<file path="src/rtl/fetch_pkg.sv">
// Shared defaults and the queue entry type for the instruction fetch stage.
package fetch_pkg;

  localparam int              DEF_ADDR_W   = 12;
  localparam int              DEF_INSTR_W  = 16;
  localparam int              DEF_DEPTH    = 2;
  localparam logic [11:0]     DEF_RESET_PC = 12'h000;

  typedef struct packed {
    logic [DEF_INSTR_W-1:0] instr;
    logic [DEF_ADDR_W-1:0]  pc;
  } fetch_entry_t;

  // Bits needed to hold an occupancy value in the range 0..depth.
  function automatic int cnt_width(input int depth);
    return $clog2(depth + 1);
  endfunction

endpackage

</file>
<file path="src/rtl/fetch_queue.sv">
// Small shift-register FIFO: the head always sits in entry 0 so the outputs
// come straight from a register.
module fetch_queue
  import fetch_pkg::*;
#(
  parameter int  DEPTH   = DEF_DEPTH,
  parameter type entry_t = fetch_entry_t
) (
  input  logic                          clk,
  input  logic                          rst_n,
  input  logic                          push,
  input  entry_t                        push_data,
  input  logic                          pop,
  input  logic                          flush,
  output logic [cnt_width(DEPTH)-1:0]   count,
  output entry_t                        head
);

  localparam int CNT_W = cnt_width(DEPTH);
  localparam int IDX_W = (DEPTH > 1) ? $clog2(DEPTH) : 1;

  entry_t           mem [DEPTH];
  logic [IDX_W-1:0] wr_idx;

  // A simultaneous pop shifts everything down, so the new tail lands one lower.
  assign wr_idx = IDX_W'(count - CNT_W'(pop));
  assign head   = mem[0];

  always_ff @(posedge clk or negedge rst_n) begin
    if (!rst_n) begin
      count <= '0;
      // NOTE: the entries are reset because the head drives out_instr/out_pc,
      // which must read zero out of reset.
      for (int i = 0; i < DEPTH; i++) mem[i] <= '0;
    end else if (flush) begin
      count <= '0;
    end else begin
      // NOTE: non-blocking here, so the push below overrides the shift of
      // the same slot while the other slots still see pre-edge values.
      if (pop) begin
        for (int i = 0; i < DEPTH - 1; i++) mem[i] <= mem[i+1];
      end
      if (push) mem[wr_idx] <= push_data;
      count <= count + CNT_W'(push) - CNT_W'(pop);
    end
  end

  no_overflow: assert property (@(posedge clk) disable iff (!rst_n)
    !(push && !pop && !flush && count == CNT_W'(DEPTH)));

endmodule

</file>
<file path="src/rtl/fetch_unit.sv">
// PC / fetch stage in front of a 1-cycle synchronous instruction memory,
// buffering responses in a small queue that decode drains via valid/ready.
module fetch_unit
  import fetch_pkg::*;
#(
  parameter int                 ADDR_W   = DEF_ADDR_W,
  parameter int                 INSTR_W  = DEF_INSTR_W,
  parameter int                 DEPTH    = DEF_DEPTH,
  parameter logic [ADDR_W-1:0]  RESET_PC = ADDR_W'(DEF_RESET_PC)
) (
  input  logic               clk,
  input  logic               rst_n,
  input  logic               fetch_en,
  output logic [ADDR_W-1:0]  imem_addr,
  input  logic [INSTR_W-1:0] imem_instr,
  input  logic               branch_valid,
  input  logic [ADDR_W-1:0]  branch_target,
  output logic               out_valid,
  input  logic               out_ready,
  output logic [INSTR_W-1:0] out_instr,
  output logic [ADDR_W-1:0]  out_pc
);

  localparam int CNT_W = cnt_width(DEPTH);

  typedef struct packed {
    logic [INSTR_W-1:0] instr;
    logic [ADDR_W-1:0]  pc;
  } entry_t;

  logic [ADDR_W-1:0] pc;
  logic [ADDR_W-1:0] inflight_pc;
  logic              inflight;
  logic [CNT_W-1:0]  count;
  logic [CNT_W:0]    occupancy;
  logic              pop;
  logic              push;
  logic              issue;
  entry_t            push_data;
  entry_t            head;

  // In-flight fetches reserve a slot so the queue can never overflow.
  assign occupancy = {1'b0, count} + (CNT_W+1)'(inflight);
  assign pop       = out_valid && out_ready;
  assign issue     = fetch_en && !branch_valid &&
                     ((occupancy < (CNT_W+1)'(DEPTH)) || pop);
  assign push      = inflight && !branch_valid;
  assign push_data = '{instr: imem_instr, pc: inflight_pc};

  always_ff @(posedge clk or negedge rst_n) begin
    if (!rst_n) begin
      pc          <= RESET_PC;
      inflight    <= 1'b0;
      inflight_pc <= '0;
    end else if (branch_valid) begin
      pc          <= branch_target;
      inflight    <= 1'b0;
    end else if (issue) begin
      pc          <= pc + 1'b1;
      inflight    <= 1'b1;
      inflight_pc <= pc;
    end else begin
      inflight    <= 1'b0;
    end
  end

  fetch_queue #(
    .DEPTH   (DEPTH),
    .entry_t (entry_t)
  ) u_queue (
    .clk       (clk),
    .rst_n     (rst_n),
    .push      (push),
    .push_data (push_data),
    .pop       (pop),
    .flush     (branch_valid),
    .count     (count),
    .head      (head)
  );

  assign imem_addr = pc;
  assign out_valid = (count != '0);
  assign out_instr = head.instr;
  assign out_pc    = head.pc;

endmodule
</file>
<file path="config.mk">
export PLATFORM = sky130hd
export DESIGN_NAME = fetch_unit
export DESIGN_NICKNAME = d
export VERILOG_FILES = /design/src/rtl/fetch_pkg.sv /design/src/rtl/fetch_queue.sv /design/src/rtl/fetch_unit.sv
export SDC_FILE = /design/constraint.sdc
export NUM_CORES = 1
export LEC_CHECK = 0
export CORE_MARGIN = 8
export CORE_UTILIZATION = 56
export DETAILED_ROUTE_END_ITERATION = 7
export PLACE_DENSITY = 0.82
export SLEW_MARGIN = 20
export SYNTH_ARGS = -nofsm -noshare
export SYNTH_HDL_FRONTEND = slang
export SYNTH_SLANG_ARGS = --single-unit
</file>
<file path="constraint.sdc">
create_clock -name clk -period 5.3 [get_ports clk]
set_input_delay 1.06 -clock clk [delete_from_list [all_inputs] [get_ports clk]]
set_output_delay 1.06 -clock clk [all_outputs]
set_load 0.005 [all_outputs]
</file>
==> impl_metrics.json, run 1 <==
{
  "outcome": "finished, final reports clean",
  "io_pins": 74,
  "yosys.area.top_type": "dfrtp_1",
  "initial_core_util": 0.573,
  "syn_inst": 305,
  "min_period_over_period": 0.596,
  "clockBufferDepth": 2,
  "ant_nets": 0,
  "routabilityCongestion": 0.827,
  "clkTransAtPathRegs_ps": 70,
  "nNetsFinal": 383,
  "yosysSeqAreaShare": 0.539,
  "synthDistinctLibCells": 42,
  "tightest_slew_ps": 1000,
  "synth_top_family_by_area": "compound AO/OA/AOI/OAI gates",
  "yosys.area_share.simple": 0.103,
  "hp-class": "flop to flop",
  "area_growth_pct": 20.0,
  "cp.buffers_inverters": 2,
  "rr_startpoint": "u_queue.count[0]",
  "wl_met3_um": 354,
  "grt_pass1_vias": 2673,
  "slew_headroom": 0.331,
  "clock.fmax_mhz": 316,
  "setup_ws_ps": 2140,
  "place_area_sq_um": 4400,
  "final_common_cell": "dfrtp_1",
  "worst-path-max-fanout": 28,
  "place_inst": 417,
  "grt_max_degree": 84,
  "power_frac_clock": 0.303,
  "drt_pass1_iterations": 4,
  "peakVddDrop_v": 0.000147,
  "grt_pass1_wl_um": 12700,
  "fp.dieH_um": 98.9,
  "grt_antenna_before_repair": 0,
  "core_sq_um": 6720,
  "cts_made_buffers": 9,
  "layout_min_cycle_time_ps": 3160,
  "place_ws_ps": 1750,
  "rows": 30,
  "h-tree-depth": 3,
  "synth.mux.area_fraction": 0.122,
  "via_per_inst": 5.73,
  "timing.rr.end": "inflight_pc[1]",
  "final_cell_area_sq_um": 4620,
  "synth.avg_cell_area_sq_um": 12.6,
  "p_int_w": 0.00123,
  "die_x_um": 98.9,
  "switching_power_w": 0.000385,
  "powerDensity_nw_per_um2": 350,
  "cp-start-kind": "input port",
  "hpwl_um": 5240,
  "cts_hold_buf": 0,
  "diodes": 0,
  "top_layer_used": "met4",
  "fin_cells": 433,
  "drt_iter0_drc": 92,
  "die-area_sq_um": 9780,
  "switching_share": 0.238,
  "crit_path_start": "branch_valid",
  "met2_length_um": 3790,
  "synth_xor_area_frac": 0.0136,
  "cp-end-kind": "flop",
  "ys.warnings.count": 0,
  "crit_type": "input port to flop",
  "comb_power_share": 0.194,
  "seq_power_share": 0.503,
  "netlist_area_sq_um": 3850,
  "io_buffers": 73,
  "crit_end": "u_queue.head[1]",
  "fin_tns_setup_ps": 0,
  "cp_data_arrival_time_ps": 3390,
  "grt-ovfl-total": 0,
  "via_count": 2483,
  "layout-drive-gt1-share": 0.280,
  "total_power_w": 0.00162,
  "synth_compound_area_frac": 0.132,
  "critPathRequiredTime_ps": 5520,
  "p_leak_nw": 1.95,
  "crit_chain": "clkdlybuf4s50_1 -> inv_1 -> o211ai_2 -> or2_2 -> o221a_1",
  "wl_met1_um": 3370,
  "synth_nets": 340,
  "setup_violations": 0,
  "cp_slowest_stage_delay_ps": 830,
  "synth_adder_area_share": 0.00650,
  "drv_slew": 0,
  "yosysTopAreaCellShare": 0.539,
  "grt_setup_unrepaired": "no",
  "post_cts_resize_count": 0,
  "cts_num_sinks": 83,
  "cts_tree": "done",
  "cts-root-buf": "clkbuf_8",
  "drc_errors": 0,
  "wl_per_cell_um": 17.6,
  "ys_top_cells_by_area": "dfrtp_1 (54%), mux2_2 (12%), o221a_1 (5.8%), buf_4 (5.7%), or2_2 (4.7%)",
  "wirelength_um": 7640,
  "cp_num_cells": 5,
  "cp_slowest_cell": "clkdlybuf4s50_1",
  "timing_hold_violations_final": 0,
  "post_cts_buffers": 0,
  "layout_common_cells": "dfrtp_1 (83), clkdlybuf4s50_1 (72), mux2_2 (40)",
  "clk_latency_ps": 340,
  "crit_family": "buffers and inverters",
  "skew_ps": 4.07,
  "reg2regPathDepth": 4,
  "synth-seq-cells": 83,
  "maxCapViolCount": 0,
  "track_usage": 0.163,
  "reg2reg_slack_ps": 3300
}
[worst min path at each step]
stage	start	endpoint	slack, ps	cells after the start
6_report	flop	flop	500	1
5_1_grt	flop	flop	520	1
3_3_place_gp	flop	flop	480	1
2_1_floorplan	flop	flop	470	1
4_1_cts	flop	flop	510	1
3_5_place_dp	flop	flop	490	1
[layout make-up]
type                    count  area (sq um)
clock buffers              12           145
fillers                   497          2100
well taps                  80           100
flip-flops and latches     83          2080
clock inverters             4          73.8
repair buffers             75           747
inverters                   6          22.5
multi-input cells         173          1450
[logic make-up (layout without fill, tap and decap cells)]
| kind of cell | count (synthesis) | after routing |
|---|---|---|
| compound gates | 56 | 56 |
| mux | 42 | 42 |
| xor+xnor | 6 | 6 |
| flops | 83 | 83 |
| buf+inv | 49 | 97 |
| simple gates | 67 | 67 |
| fa+ha+maj | 2 | 2 |
[cell usage after synthesis, drive strengths merged]
cell and n:
a2111oi 1, a211o 1, a21o 1, a21oi 2, a221o 1, a31oi 3
and2 1, and2b 1, and4 1, buf 37, clkbuf 6, dfrtp 83
ha 2, inv 6, mux2 40, mux2i 2, nand2 11, nand2b 3
nand3 3, nand4 1, nor2 5, nor2b 4, nor3b 1, nor4 1
o2111ai 1, o211ai 3, o21ai 12, o221a 28, o31a 2, o31ai 1
or2 29, or3 3, or3b 1, or4 2, xor2 6
[power by group through the flow]
stage	Sequential (W)	Clock, W	Combinational, W
after floorplan	0.000798	0	0.000212
after global placement	0.000821	0	0.000310
after detailed placement	0.000824	0	0.000320
after CTS	0.000812	0.000505	0.000320
after global routing	0.000826	0.000529	0.000341
final	0.000813	0.000490	0.000313
[worst register-to-register path, stage by stage, from the launching register on]
cell and delay [ps]:
dfrtp_1 490, a21oi_2 140, o21ai_1 300, nand2b_1 560
mux2_2 400
[per-stage QoR]
| stage | utilization | hold WS [ps] |
|---|---|---|
| floorplan | - | 473 |
| finish | 0.687 | 501 |
| global route | 0.687 | 524 |
| CTS | 0.687 | 506 |
| detailed placement | 0.654 | 488 |
| global placement | 0.654 | 481 |
[layer usage]
metal	track usage	vias to the layer above
li1	-	1159
met1	0.191	1257
met2	0.268	55
met3	0.0465	12
met4	0.0779	0
met5	0	-
Note: power is estimated with default switching activity, not from simulation.
==> inputs of run 2 (changes only) <==
--- a/config.mk
+++ b/config.mk
@@ -6,9 +6,9 @@
 export NUM_CORES = 1
 export LEC_CHECK = 0
 export CORE_MARGIN = 8
-export CORE_UTILIZATION = 56
+export CORE_UTILIZATION = 52
 export DETAILED_ROUTE_END_ITERATION = 7
-export PLACE_DENSITY = 0.82
+export PLACE_DENSITY = 0.77
 export SLEW_MARGIN = 20
 export SYNTH_ARGS = -nofsm -noshare
 export SYNTH_HDL_FRONTEND = slang
==> constraint.sdc (replaced) <==
create_clock -name clk -period 3.05 [get_ports clk]
set_input_delay 0.61 -clock clk [delete_from_list [all_inputs] [get_ports clk]]
set_output_delay 0.61 -clock clk [all_outputs]
set_load 0.005 [all_outputs]
==> impl_metrics.json, run 2 (synthesis gave the netlist of run 1 again) <==
{
  "reg2regPathDepth": 4,
  "grt_setup_unrepaired": "no",
  "drv_slew": 0,
  "layout_min_cycle_time_ps": 2340,
  "cts_num_sinks": 83,
  "drt_iter0_drc": 95,
  "clk_latency_ps": 350,
  "h-tree-depth": 3,
  "cts_hold_buf": 0,
  "diodes": 0,
  "cts-root-buf": "clkbuf_8",
  "tightest_slew_ps": 736,
  "fin_tns_setup_ps": 0,
  "wirelength_um": 8030,
  "wl_per_cell_um": 17.6,
  "critPathRequiredTime_ps": 3280,
  "crit_path_start": "out_ready",
  "hp-class": "input port to asynchronous set/reset pin",
  "place_ws_ps": 336,
  "layout_common_cells": "dfrtp_1 (83), clkdlybuf4s50_1 (72), mux2_2 (40)",
  "cts_made_buffers": 9,
  "layout-drive-gt1-share": 0.292,
  "post_cts_resize_count": 0,
  "timing.rr.end": "inflight_pc[10]",
  "cp-end-kind": "flop",
  "nNetsFinal": 387,
  "timing_hold_violations_final": 0,
  "powerDensity_nw_per_um2": 592,
  "total_power_w": 0.00277,
  "final_common_cell": "dfrtp_1",
  "clockBufferDepth": 2,
  "grt_pass1_wl_um": 13200,
  "grt_antenna_before_repair": 0,
  "clock.fmax_mhz": 426,
  "via_per_inst": 5.54,
  "peakVddDrop_v": 0.000225,
  "worst-path-max-fanout": 13,
  "rows": 31,
  "reg2reg_slack_ps": 1070,
  "maxCapViolCount": 0,
  "via_count": 2521,
  "p_leak_nw": 1.95,
  "rr_startpoint": "u_queue.count[0]",
  "routabilityCongestion": 0.797,
  "final_cell_area_sq_um": 4680,
  "cts_tree": "done",
  "grt-ovfl-total": 0,
  "setup_ws_ps": 705,
  "cp_data_arrival_time_ps": 2580,
  "post_cts_buffers": 0,
  "crit_end": "inflight_pc[10]",
  "grt_pass1_vias": 2607,
  "drt_pass1_iterations": 4,
  "grt_max_degree": 84,
  "ant_nets": 0,
  "hpwl_um": 5500,
  "core_sq_um": 7210,
  "skew_ps": 8.16,
  "track_usage": 0.164,
  "initial_core_util": 0.534,
  "clkTransAtPathRegs_ps": 80,
  "die_x_um": 102,
  "area_growth_pct": 21.4,
  "io_pins": 74,
  "place_area_sq_um": 4460,
  "outcome": "finished, final reports clean",
  "cp-start-kind": "input port",
  "drc_errors": 0,
  "crit_type": "input port to flop",
  "die-area_sq_um": 10400,
  "io_buffers": 73,
  "min_period_over_period": 0.769,
  "fp.dieH_um": 102,
  "slew_headroom": 0.509,
  "setup_violations": 0
}
-- run 2: metrics by stage --
| stage | hold WS, ps | util | instances |
|---|---|---|---|
| after detailed placement | 489 | 0.618 | 440 |
| after global placement | 481 | 0.618 | 440 |
| final | 301 | 0.648 | 455 |
| after floorplan | 314 | - | 305 |
| after CTS | 468 | 0.646 | 455 |
| after global routing | 345 | 0.648 | 455 |
-- run 2: final cells by class --
class	count	area, sq um
fillers	576	2540
flip-flops and latches	83	2080
multi-input cells	173	1460
repair buffers	79	790
clock buffers	11	151
well taps	99	124
clock inverters	4	50.0
inverters	6	22.5
-- run 2: worst max-delay path, stage by stage --
cell             delay [ps]
clkdlybuf4s50_1         620
o21ai_1                 360
nand2b_1                570
mux2_2                  410
-- run 2: layer usage --
metal / global-route usage / wire [um] / part of all wire
met1: 0.199 / 3540 / 0.44
met2: 0.269 / 3920 / 0.49
met3: 0.0395 / 448 / 0.056
met4: 0.0779 / 125 / 0.016
met5: 0 / 0 / 0
-- run 2: how the worst min path moves through the flow --
stage                     depth (start not counted)                    endpoint
after floorplan                                   0  asynchronous set/reset pin
after global placement                            1                        flop
after detailed placement                          1                        flop
after CTS                                         1              inflight_pc[3]
after global routing                              1                imem_addr[4]
final                                             1                imem_addr[4]
-- run 2: report_power, final --
group          internal (W)  switching [W]
sequential          0.00128       0.000129
clock              0.000417       0.000390
combinational      0.000378       0.000172
total               0.00208       0.000691
